[config.mk]
export PLATFORM = sky130hd
export DESIGN_NAME = cola_escritura_banco
export DESIGN_NICKNAME = d
export VERILOG_FILES = /design/src/rtl/banco_pkg.sv /design/src/rtl/cola_circular.sv /design/src/rtl/cola_escritura_banco.sv
export SDC_FILE = /design/constraint.sdc
export NUM_CORES = 1
export LEC_CHECK = 0
export ABC_AREA = 0
export BUFFER_PORTS_ARGS = -buffer_cell sky130_fd_sc_hd__buf_2
export CAP_MARGIN = 25
export CELL_PAD_IN_SITES_DETAIL_PLACEMENT = 0
export CELL_PAD_IN_SITES_GLOBAL_PLACEMENT = 1
export CORE_ASPECT_RATIO = 0.7
export CORE_UTILIZATION = 51
export CTS_CLUSTER_DIAMETER = 150
export DETAILED_ROUTE_END_ITERATION = 8
export PLACE_DENSITY = 0.9
export RECOVER_POWER = 25
export SLEW_MARGIN = 10
export SYNTH_ARGS = -nofsm -noshare
export SYNTH_HDL_FRONTEND = slang
export SYNTH_SLANG_ARGS = --single-unit
[constraint.sdc]
create_clock -name clk -period 7.8 [get_ports clk]
set_input_delay 0.39 -clock clk [delete_from_list [all_inputs] [get_ports clk]]
set_output_delay 0.39 -clock clk [all_outputs]
set_load 0.01 [all_outputs]
[src/rtl/banco_pkg.sv]
// Shared definitions for the register-bank write-back queue: default widths,
// count-width helper and the queued write entry layout.
package banco_pkg;

  localparam int AW_DEF    = 5;
  localparam int DW_DEF    = 32;
  localparam int DEPTH_DEF = 4;

  // Holds 0..DEPTH inclusive, so one bit wider than the pointers.
  function automatic int cnt_w(input int depth);
    return $clog2(depth) + 1;
  endfunction

  localparam int CW_DEF = cnt_w(DEPTH_DEF);

  typedef struct packed {
    logic [AW_DEF-1:0] addr;
    logic [DW_DEF-1:0] data;
  } entrada_t;

endpackage

[src/rtl/cola_circular.sv]
// Circular entry store with head/tail/count; exposes every slot and its
// occupancy so the parent can search pending writes.
module cola_circular
  import banco_pkg::*;
#(
  parameter int DEPTH = DEPTH_DEF,
  parameter int W     = AW_DEF + DW_DEF,
  localparam int PW   = $clog2(DEPTH),
  localparam int CW   = cnt_w(DEPTH)
) (
  input  logic          clk,
  input  logic          rst,
  input  logic          i_push,
  input  logic [W-1:0]  i_din,
  input  logic          i_pop,
  output logic [W-1:0]  o_head_data,
  output logic [PW-1:0] o_head,
  output logic [CW-1:0] o_count,
  output logic [W-1:0]  o_slots [DEPTH],
  output logic [DEPTH-1:0] o_valid
);

  logic [W-1:0]  r_mem [DEPTH];
  logic [PW-1:0] r_head;
  logic [PW-1:0] r_tail;
  logic [CW-1:0] r_count;

  // DEPTH is a power of two, so pointer wrap is plain PW-bit overflow.
  always_ff @(posedge clk) begin
    if (rst) begin
      r_head  <= '0;
      r_tail  <= '0;
      r_count <= '0;
    end else begin
      if (i_push) r_tail <= r_tail + PW'(1);
      if (i_pop)  r_head <= r_head + PW'(1);
      case ({i_push, i_pop})
        2'b10:   r_count <= r_count + CW'(1);
        2'b01:   r_count <= r_count - CW'(1);
        default: r_count <= r_count;
      endcase
    end
  end

  always_ff @(posedge clk) begin
    if (i_push) r_mem[r_tail] <= i_din;
  end

  for (genvar g = 0; g < DEPTH; g++) begin : g_slot
    logic [PW-1:0] w_off;
    assign w_off      = PW'(g) - r_head;
    assign o_valid[g] = {1'b0, w_off} < r_count;
    assign o_slots[g] = r_mem[g];
  end

  assign o_head_data = r_mem[r_head];
  assign o_head      = r_head;
  assign o_count     = r_count;

endmodule

[src/rtl/cola_escritura_banco.sv]
// Write-back queue in front of the register bank write port: buffers writes,
// drains one per cycle as dir/di/ena and bypasses pending values to reads.
module cola_escritura_banco
  import banco_pkg::*;
#(
  parameter int DEPTH = DEPTH_DEF,
  parameter int AW    = AW_DEF,
  parameter int DW    = DW_DEF,
  localparam int PW   = $clog2(DEPTH),
  localparam int CW   = cnt_w(DEPTH)
) (
  input  logic          clk,
  input  logic          rst,
  input  logic          wr_valid,
  output logic          wr_ready,
  input  logic [AW-1:0] wr_addr,
  input  logic [DW-1:0] wr_data,
  input  logic          drain_en,
  output logic [AW-1:0] dir,
  output logic [DW-1:0] di,
  output logic          ena,
  input  logic [AW-1:0] ra1,
  input  logic [AW-1:0] ra2,
  output logic          byp1_hit,
  output logic          byp2_hit,
  output logic [DW-1:0] byp1_data,
  output logic [DW-1:0] byp2_data,
  output logic [CW-1:0] count,
  output logic          empty
);

  localparam int W = AW + DW;

  logic          w_accept;
  logic          w_push;
  logic          w_pop;
  logic [W-1:0]  w_head_data;
  logic [PW-1:0] w_head;
  logic [CW-1:0] w_count;
  logic [W-1:0]  w_slots [DEPTH];
  logic [DEPTH-1:0] w_valid;

  logic          r_ena;
  logic [AW-1:0] r_dir;
  logic [DW-1:0] r_di;

  // Handshake: a request transfers on any rising edge where wr_valid and
  // wr_ready are both high; wr_ready depends only on the registered count.
  assign wr_ready = w_count < CW'(DEPTH);
  assign w_accept = wr_valid && wr_ready;
  assign w_push   = w_accept && (wr_addr != '0);
  assign w_pop    = (w_count != '0) && drain_en;

  cola_circular #(
    .DEPTH (DEPTH),
    .W     (W)
  ) u_cola (
    .clk         (clk),
    .rst         (rst),
    .i_push      (w_push),
    .i_din       ({wr_addr, wr_data}),
    .i_pop       (w_pop),
    .o_head_data (w_head_data),
    .o_head      (w_head),
    .o_count     (w_count),
    .o_slots     (w_slots),
    .o_valid     (w_valid)
  );

  always_ff @(posedge clk) begin
    if (rst) begin
      r_ena <= 1'b0;
      r_dir <= '0;
      r_di  <= '0;
    end else begin
      r_ena <= w_pop;
      if (w_pop) begin
        r_dir <= w_head_data[W-1 -: AW];
        r_di  <= w_head_data[DW-1:0];
      end
    end
  end

  // Scan oldest to youngest so the youngest match is the one left standing;
  // the output stage is older than every queued entry.
  function automatic logic [DW:0] buscar(input logic [AW-1:0] ra);
    logic [DW:0]   res;
    logic [PW-1:0] idx;
    res = '0;
    if (r_ena && (r_dir == ra)) res = {1'b1, r_di};
    for (int k = 0; k < DEPTH; k++) begin
      idx = w_head + PW'(k);
      if (w_valid[idx] && (w_slots[idx][W-1 -: AW] == ra))
        res = {1'b1, w_slots[idx][DW-1:0]};
    end
    if (ra == '0) res = '0;
    return res;
  endfunction

  always_comb begin
    {byp1_hit, byp1_data} = buscar(ra1);
    {byp2_hit, byp2_data} = buscar(ra2);
  end

  assign ena   = r_ena;
  assign dir   = r_dir;
  assign di    = r_di;
  assign count = w_count;
  assign empty = (w_count == '0) && !r_ena;

endmodule

==> flow_summary.yaml <==
run_status:
  outcome: "complete, but fails checks"
  violations: "DRC"
logic_synthesis:
  ys.flop_type: "edfxtp_1"
  synthCells: 1239
  synthArstFlopShare_pct: 0
  ys_ff_latch: 193
  synth_warnings: 0
  syn_area_per_cell_sq_um: 10.6
  ys_types: 56
  ys_seq_area_share_pct: 40.8
  netlist_area_sq_um: 13100
  synth-edff-count: 148
  syn_nets: 1300
grt:
  antenna_found_initial: 2
  grt_pass1_vias: 10600
  grt-ovfl-total: 0
  grt_max_degree: 78
  grt_pass1_wl_mm: 60.8
  grt_use_total_pct: 30.3
clock_tree:
  holdBufCountCts: 0
  post_cts_resized: 0
  cts_buffer_depth: 2
  cts_tree: "done"
  cts_sinks: 193
  clk_pin_slew_ns: 0.08
  cts_buffers: 17
  h-tree-depth: 4
  clkLatencyLatePin_ns: 0.45
  cts-root-buf: "clkbuf_16"
  postCtsSetupBuffers: 0
die:
  ios: 160
  rows: 48
  die_x_um: 194
  die_h_um: 136
  die_area_sq_um: 26300
  start_util_pct: 52.5
  core-area_sq_um: 24900
power_and_ir_drop:
  power_density_nw_per_um2: 300
  ir_drop_v: 0.000176
  leakage_uw: 0.00492
worst_setup_path:
  critPathMaxFanout: 68
  r2r_cells: 5
  worst-setup-path-type: "reg -> out"
  worst-endpoint-arrival_ns: 5.24
  reg2reg_from: "u_cola.o_head[1]$_SDFFE_PP0P_"
  crit_start: "u_cola.o_head[1]$_SDFFE_PP0P_"
  required_ns: 7.41
  start_kind: "flip-flop"
  cp-end-kind: "output pin"
placed_design:
  placed_cell_area_sq_um: 14000
  dp_hpwl_mm: 24.5
  dpl.cell_count: 1621
  port_buffers: 159
  gp_congestion: 0.856
final_layout:
  drive_gt1_share_pct: 24.1
  finalNonFillerCells: 1658
  areaGrowthSynthToFinish_pct: 11.5
  fin_util_pct: 58.6
  final_cell_mix: "edfxtp_1 (148), nand2_1 (145), buf_2 (130)"
  multi_input_area_sq_um: 7190
  finalInstanceArea_sq_um: 14600
  nets: 1379
  final_common_cell: "edfxtp_1"
  regArea_sq_um: 5350
  fillCellCount: 2032
route:
  routed_wl_mm: 39.5
  routedWlPerCell_um: 23.8
  drc: 20
  antenna_left: 0
  vias_per_cell: 6.74
  first_pass_iters: 9
  vias: 11200
  first_iter_violations: 1182
min_path:
  holdPathStages: 1
  hp-start: "wr_addr[4]"
  holdCritPathClass: "in -> reg"
timing:
  fin_worst_skew_ns: 0.0143
  rsz0062_at_grt: "no"
  tightest_slew_ns: 0.973
  slew_headroom_pct: 35.1
  finalHoldViolations: 0
  finalCriticalPeriod_ns: 5.63
  drv_slew: 0
  fin_hold_ws_ns: 0.180
  max_freq_mhz: 178
  finalSetupTns_ns: 0
  finalSetupViolCount: 0
  fin_crit_sh_pct: 72.1
job:
  drv_cap: 0
[final timing paths]
check	to	slack [ns]
worst max-delay path	byp2_data[16]	2.17
worst min-delay path	u_cola.r_mem[2][36]$_DFFE_PP_	0.18
worst max register to register	di[19]$_SDFFE_PP0P_	4.49
worst min register to register	di[9]$_SDFFE_PP0P_	0.50
[synthesized netlist by cell type (4+ instances only)]
cell type | number | share of area (%)
nor4_1 | 6 | 0.29
edfxtp_1 | 148 | 34
or3_1 | 6 | 0.29
inv_1 | 11 | 0.32
nand3_1 | 33 | 1.3
mux2i_1 | 39 | 3.0
o32ai_1 | 16 | 1.1
buf_6 | 8 | 0.69
mux2_2 | 35 | 3.0
mux4_2 | 83 | 14
dfxtp_1 | 45 | 6.9
nor2b_1 | 50 | 2.4
ha_1 | 9 | 0.86
a311oi_1 | 32 | 2.1
a31oi_1 | 33 | 1.6
nand2_1 | 145 | 4.2
nor3_1 | 21 | 0.80
o21ai_0 | 19 | 0.73
nor2_1 | 119 | 3.4
a22oi_1 | 16 | 0.92
and2_1 | 4 | 0.19
xnor2_1 | 36 | 2.4
o221ai_1 | 16 | 1.1
buf_2 | 34 | 1.3
a221o_1 | 32 | 2.4
xor2_1 | 21 | 1.4
a211oi_1 | 16 | 0.92
a21oi_1 | 87 | 3.3
buf_1 | 14 | 0.40
clkbuf_1 | 63 | 1.8
[kinds of logic (layout without fill, tap and decap cells)]
logic type,Yosys count,count (layout),share of synthesized area (%)
simple gates,408,408,14.2
compound gates,278,278,14.9
flops,193,193,40.8
mux,159,159,20.5
buf+inv,134,226,4.72
xor+xnor,57,57,3.81
fa+ha+maj,10,10,1.01
other cells,0,2,0
[metrics by stage]
stage	total power [uW]	worst slack (ns)
2_1_floorplan	2900	3.09
3_3_place_gp	3380	2.93
3_5_place_dp	3430	2.75
4_1_cts	4360	2.24
5_1_grt	4600	1.93
6_report	4380	2.17
[registers in the layout, summed over array words and instances, names as in the netlist]
signal,flops
u_cola.o_count,3
di,32
u_cola.r_mem,148
dir,5
u_cola.r_tail,2
ena,1
u_cola.o_head,2
[worst max-delay path, cell delays in order, from the launching register on]
cell	delay [ns]
dfxtp_4	0.75
buf_4	0.80
mux4_2	0.63
xnor2_1	0.15
o21ai_0	0.17
nor3_4	0.22
buf_4	0.47
or3_1	0.84
a311oi_1	0.11
nor4b_1	0.38
buf_2	0.20
[routing by layer]
metal | track usage, % | vias up | part of all wire, %
met5 | 0 | - | 0.030
met2 | 47.2 | 724 | 45
met4 | 11.0 | 2 | 2.4
met1 | 41.4 | 5439 | 42
met3 | 7.34 | 83 | 11
li1 | - | 4925 | -
[power breakdown]
part / internal, uW / switching, uW
Sequential: 1270 / 194
Clock: 484 / 429
Combinational: 864 / 1140
Total: 2620 / 1760
[layout make-up]
class,count,share of cell area [%]
tap,325,2.79
clock inverter,14,1.17
multi-input combinational,912,49.3
timing repair buffer,183,6.88
inverter,11,0.283
sequential,193,36.7
clock buffer,18,2.94
antenna,2,0.0343
No activity file was read; power rests on OpenSTA's default activity.
